[config.mk]
export PLATFORM = sky130hd
export DESIGN_NAME = mux_rr_stream
export DESIGN_NICKNAME = d
export VERILOG_FILES = /design/src/rtl/mux_rr_stream.sv
export SDC_FILE = /design/constraint.sdc
export NUM_CORES = 1
export LEC_CHECK = 0
export CORE_MARGIN = 2
export CORE_UTILIZATION = 38
export DETAILED_ROUTE_END_ITERATION = 10
export GPL_TIMING_DRIVEN = 0
export PLACE_DENSITY = 0.86
export SLEW_MARGIN = 15
export SYNTH_ARGS = -nofsm -noshare
export SYNTH_HDL_FRONTEND = slang
export SYNTH_SLANG_ARGS = --single-unit
[constraint.sdc]
create_clock -name clk -period 2.18 [get_ports clk]
set_clock_uncertainty 0.1 [all_clocks]
set_input_delay 0.327 -clock clk [delete_from_list [all_inputs] [get_ports clk]]
set_output_delay 0.327 -clock clk [all_outputs]
set_load 0.01 [all_outputs]
[src/rtl/mux_rr_stream.sv]
// N-channel round-robin stream mux with one registered output stage.
// Define MUX_RR_CNT_EN to add the 16-bit xfer_cnt output-transfer counter.
module mux_rr_stream #(
  parameter int WIDTH = 4,
  parameter int CHANNELS = 4,
  localparam int CW = $clog2(CHANNELS)
) (
  input  logic                      clk,
  input  logic                      rst,
  input  logic [CHANNELS-1:0]       in_valid,
  input  logic [CHANNELS*WIDTH-1:0] in_data,
  output logic [CHANNELS-1:0]       in_ready,
  output logic                      out_valid,
  output logic [WIDTH-1:0]          out_data,
  output logic [CW-1:0]             out_chan,
  input  logic                      out_ready
`ifdef MUX_RR_CNT_EN
  ,
  output logic [15:0]               xfer_cnt
`endif
);

  logic [CW-1:0]    ptr;
  logic [CW-1:0]    gnt;
  logic [CW:0]      cand;
  logic             hit;
  logic             free;
  logic             take;
  logic [WIDTH-1:0] chan_data [CHANNELS];

  for (genvar c = 0; c < CHANNELS; c++) begin : g_split
    assign chan_data[c] = in_data[c*WIDTH +: WIDTH];
  end

  // Scan ptr+1 .. ptr+CHANNELS; the explicit subtract keeps
  // non-power-of-two channel counts wrapping at CHANNELS.
  always_comb begin
    gnt  = '0;
    hit  = 1'b0;
    cand = '0;
    for (int k = 1; k <= CHANNELS; k++) begin
      cand = {1'b0, ptr} + (CW+1)'(k);
      if (cand >= (CW+1)'(CHANNELS))
        cand = cand - (CW+1)'(CHANNELS);
      if (!hit && in_valid[cand[CW-1:0]]) begin
        hit = 1'b1;
        gnt = cand[CW-1:0];
      end
    end
  end

  assign free = !out_valid || out_ready;
  assign take = hit && free && !rst;

  always_comb begin
    in_ready = '0;
    if (take)
      in_ready[gnt] = 1'b1;
  end

  always_ff @(posedge clk or posedge rst) begin
    if (rst) begin
      out_valid <= 1'b0;
      out_data  <= '0;
      out_chan  <= '0;
      ptr       <= CW'(CHANNELS - 1);
    end else if (take) begin
      out_valid <= 1'b1;
      out_data  <= chan_data[gnt];
      out_chan  <= gnt;
      ptr       <= gnt;
    end else if (out_ready) begin
      out_valid <= 1'b0;
    end
  end

`ifdef MUX_RR_CNT_EN
  always_ff @(posedge clk or posedge rst) begin
    if (rst)
      xfer_cnt <= '0;
    else if (out_valid && out_ready)
      xfer_cnt <= xfer_cnt + 16'd1;
  end
`endif

endmodule

==> After elaboration in Yosys (flattened, before gate mapping) <==
Cells that the tools add are included.
{ "op_classes": {"n_lt_le_gt_ge": 11, "reduce_logical": 13, "add_sub_neg": 8, "n_bitwise": 1, "mux": 28} }
{ "op_table": {"columns": ["op", "n"], "rows": [
  ["two-way mux 2 bit", 8],
  ["greater-or-equal comparator 3 bit, second input constant", 5],
  ["less-than comparator 2 x 3 -> 1 bit, second input constant", 5],
  ["two-way mux 4 bit", 3],
  ["two-way mux 1 bit", 11],
  ["binary-select mux 1 bit (select 2 bit)", 4],
  ["binary-select mux 4 bit (select 2 bit)", 1],
  ["subtractor 2 x 1 -> 2 bit, second input constant", 4],
  ["adder 2 x 2 -> 3 bit, second input constant", 2],
  ["logical AND 1 bit", 6],
  ["zero test 1 bit", 5],
  ["adder 2 x 1 -> 3 bit, second input constant", 1],
  ["adder 2 x 3 -> 3 bit, second input constant", 1],
  ["NOT 2 -> 3 bit", 1],
  ["demux 1 bit (select 2 bit)", 1],
  ["greater-or-equal comparator 2 x 1 -> 1 bit, second input constant", 1],
  ["nonzero test 2 bit", 1],
  ["logical OR 1 bit", 1]
]} }
{ "word_totals": {"out_inout_bits": 11, "reg_bits": 9, "in_bits": 23, "elab_cells": 65} }

==> Logic depth before layout (Yosys ltp) <==
{ "logic_depth": {"depth_word": 20, "ltp_mapped": 6, "ltp_nobuf": 5} }

==> Worst setup path after synthesis <==
No wires, ideal clock.
{ "synth_timing": {"path_type": "register -> output", "from": "reg out_valid", "to": "out in_ready[2]", "arrival_ps": 1553, "setup_slack_ps": 200, "n_path_buf": 2, "path_stages_with_launch": 7, "required_time_ps": 1753, "path_cell_list": "dfrtp_1 nor2b_1 or3_1 buf_2 or2_1 buf_2 nor2_1"} }
{ "synth_between": {"elab_chain_cells": 5} }
{ "synth_lines": {"columns": ["item", "line", "rtl"], "rows": [
  ["start, declared", "13", "output logic out_valid,"],
  ["start signal, assigned", "63", "out_valid <= 1'b0;"],
  ["start signal, assigned", "68", "out_valid <= 1'b1;"],
  ["start signal, assigned", "73", "out_valid <= 1'b0;"],
  ["zero test 1 bit", "52", "assign free = !out_valid || out_ready;"],
  ["logical OR 1 bit", "52", null],
  ["logical AND 1 bit (2 in series)", "53", "assign take = hit && free && !rst;"],
  ["two-way mux 4 bit", "57", "if (take)"],
  ["end, declared", "12", "output logic [CHANNELS-1:0] in_ready,"]
]} }
No other way between the ends.

==> Worst setup path in the final report <==
{ "layout_timing": {"from": "in in_valid[0]", "to": "out in_ready[2]"} }
{ "layout_between": {"elab_chain_cells": 17, "word_cells_on_any_way": 30, "classes_between": "order compare (2); mux (19); reduce/logical (9)"} }
{ "layout_lines": {"columns": ["item", "line", "rtl"], "rows": [
  ["start, declared", "10", "input logic [CHANNELS-1:0] in_valid,"],
  ["binary-select mux 1 bit (select 2 bit)", "45", "if (!hit && in_valid[cand[CW-1:0]]) begin"],
  ["two-way mux 1 bit (implied by the code)", "45", null],
  ["two-way mux 1 bit", "45", null],
  ["zero test 1 bit", "45", null],
  ["logical AND 1 bit", "45", null],
  ["two-way mux 1 bit", "45", null],
  ["zero test 1 bit", "45", null],
  ["logical AND 1 bit", "45", null],
  ["two-way mux 1 bit", "45", null],
  ["zero test 1 bit", "45", null],
  ["logical AND 1 bit", "45", null],
  ["two-way mux 2 bit", "45", null],
  ["less-than comparator 2 x 3 -> 1 bit (implied by the code) or greater-or-equal comparator 2 x 1 -> 1 bit (tied branches)", "58", "in_ready[gnt] = 1'b1;"],
  ["logical AND 1 bit (implied by the code)", "58", null],
  ["two-way mux 1 bit (implied by the code)", "58", null],
  ["demux 1 bit (select 2 bit)", "58", null],
  ["two-way mux 4 bit *", "57", null]
]} }
Every way passes the cells marked *; elsewhere a longest branch is shown, timed or not. The select of a mux whose other input is x is not followed.

==> impl_metrics.yaml <==
critical_path:
  crit_path_max_fanout: 6
  endpoint_kind: "primary output"
  critPathSlowestCell: "dlygate4sd2_1"
  path_cells: "dlygate4sd2_1 > nor4_2 > or3_1 > buf_6 > or2_4 > nor2_2 > buf_2"
  crit_arrival_ns: 1.78
  cp_data_required_time_ns: 1.75
  critPathKind: "in -> out"
  start_kind: "input pin"
  critPathMaxStageDelay_ns: 0.37
logic_synthesis:
  syn_inst: 68
  synth.top_cells.by_area: "dfrtp_1 (27%), mux2_4 (9.4%), dfstp_2 (8.2%), mux2i_1 (4.7%), o211ai_1 (4.7%)"
  seq_area_frac_synth_pct: 35.6
  yosysWarnings: 0
  yosys.area.top_type: "dfrtp_1"
  ys_ff_latch: 9
  synth_edf_count: 0
  synth_area_sq_um: 639
  syn_avg_cell_area_sq_um: 9.40
  async_flop_share_pct: 100
  synth_cell_types: 29
  synth_nets: 91
  synthFlopType: "dfrtp_1"
  synthTopCellsByCount: "dfrtp_1 (7), nand2_1 (7), nor2_1 (7)"
  synth_top_area_share_pct: 27.4
grt:
  overflow: 0
  grt_pass1_vias: 705
  grt_pass1_wl_microns: 3130
  grtUsageTotal_pct: 22.0
  gr-usage-met2_pct: 37.1
  busiest_layer: "met2"
  grt_util_met1_pct: 28.1
  met3_usage_pct: 3.60
  grt_max_degree: 10
  antenna_found_initial: 0
timing:
  min_period_over_period_pct: 101
  worst_pin_slew_ns: 0.344
  layout_setup_ws_ns: -0.0243
  relSlewSlack_pct: 77.0
  slew_violations: 0
  rsz0062_at_grt: "true"
  holdWs_ns: -0.000964
  fmax_ghz: 0.454
  finalSetupViolCount: 2
  finalCriticalPeriod_ns: 2.20
  finalHoldViolCount: 1
clocking:
  cts_tree: "built"
  cts-root-buf: "clkbuf_4"
  cts.hold.buffers_added: 0
  htree_levels: 1
  clock_latency_ns: 0.26
  clk_path_buf_depth: 2
  cts_buffers: 3
  clk_pin_slew_ns: 0.06
  cts_sinks: 9
placement:
  hpwlAfterDp_microns: 1360
  numPortBuffers: 33
  gp_congestion: 0.781
  post-place-ws_ns: -0.769
  place_area_sq_um: 990
die:
  die-height_microns: 45.0
  core_area_sq_um: 1540
  start_util_pct: 41.5
  rows: 14
  die_w_microns: 45.0
  io_pins: 34
  dieArea_sq_um: 2030
power_and_ir_drop:
  total_power_mw: 0.828
  vdd_drop_max_v: 0.000483
  p_leak_nw: 0.529
  powerDensity_nw_per_um2: 722
final_layout:
  finish.instance_area_sq_um: 1150
  diodes: 0
  nFillCells: 119
  area_growth_pct: 79.5
  nets: 139
  layout-drive-gt1-share_pct: 38.3
detailed_routing:
  viasPerCell: 5.53
  vias: 725
  drt-pass1-iter-count: 4
  wl_microns: 2060
  drtAntennaViolNets: 0
  post_drt_wl_per_cell_microns: 15.7
  dr.first_iter.drc_count: 13
  drc: 0
run_status:
  violations: "negative hold slack, negative setup slack"
  status: "finished with violations"
flow_run:
  maxCapViolCount: 0
min_path:
  hold_path.class: "in -> async"
-- layer usage --
layer	up-vias	part of all wire, %	wire, microns
met5	-	0	0
met4	0	0.39	8
met3	2	5.8	120
met2	30	52	1080
met1	354	41	854
li1	339	-	-
-- cell usage in the layout (no fill, tap or decap), types with 2 or more instances in the layout --
master           netlist  final
a21oi_1                3      2
mux2_4                 4      4
mux2i_1                3      3
inv_1                  3      3
buf_4                  0      9
nand2_1                7      6
nor2_2                 0      2
clkbuf_4               0      4
buf_6                  1      4
buf_2                  2      4
nand3_1                4      4
dfstp_2                2      2
o211ai_2               2      2
clkdlybuf4s50_1        0     23
dfrtp_1                7      7
o211ai_1               4      4
o221a_1                2      2
dlygate4sd2_1          0      5
nor2_1                 7      5
-- final timing paths --
| check | slack, ns | cells after the start | startpoint | end |
|---|---|---|---|---|
| min reg2reg | 0.40 | 2 | out_data[0] | out_data[0] |
| max in group asynchronous | 1.68 | 2 | rst | ptr[0] |
| max | -0.02 | 7 | in_valid[0] | in_ready[2] |
| min in group clk | 0.26 | 2 | rst | out_valid |
| min | -0.001 | 2 | rst | out_valid |
| max reg2reg | 0.22 | 8 | ptr[0] | out_data[0] |
-- through the flow --
stage / util, % / TNS (ns) / cells
final: 74.4 / -0.0324 / 131
after global routing: 74.4 / -0.136 / 131
after CTS: 73.2 / -0.0251 / 130
after detailed placement: 64.2 / -3.20 / 117
after global placement: 64.2 / -2.88 / 117
after floorplan: - / 0 / 68
-- where the power goes --
group / internal [mW] / leakage, nW / switching (mW) / total (mW)
clock: 0.0707 / 0.0150 / 0.0607 / 0.131
combinational: 0.262 / 0.412 / 0.180 / 0.443
sequential: 0.219 / 0.102 / 0.0351 / 0.254
total: 0.552 / 0.529 / 0.276 / 0.828
-- logic make-up after synthesis --
family                 Yosys count  share of synthesized area [%]
AO/OA/AOI/OAI                   17                           23.1
buffers and inverters            7                           5.67
flip-flops                       9                           35.6
multiplexers                     7                           14.1
AND/OR/NAND/NOR                 28                           21.5
-- worst max-delay path, delay by kind of cell --
family	cells	cell delay [ns]
buffers and inverters	3	0.63
and+or+nand+nor	4	0.82
-- state kept, by name, summed over array words and instances (netlist names) --
| register | count |
|---|---|
| out_valid | 1 |
| out_chan | 2 |
| ptr | 2 |
| out_data | 4 |
-- repair_timing --
| action | in CTS | in global routing |
|---|---|---|
| endpoints found under the setup margin | 4 | 4 |
| pin swaps | 9 | 3 |
| buffers inserted | 10 | 1 |
| cloned | 0 | 0 |
| hold endpoints to repair | 0 | 0 |
| gates resized for setup | 38 | 3 |
-- cell type report --
type | count | area (sq um) | share of cell area [%]
repair buffers | 44 | 397 | 34.6
clock buffers | 4 | 26.3 | 2.29
multi-input cells | 52 | 435 | 37.9
flip-flops and latches | 9 | 228 | 19.8
inverters | 3 | 11.3 | 0.981
plain buffers | 3 | 30.0 | 2.62
well taps | 16 | 20.0 | 1.74
Note: power is estimated with default switching activity, not from simulation.
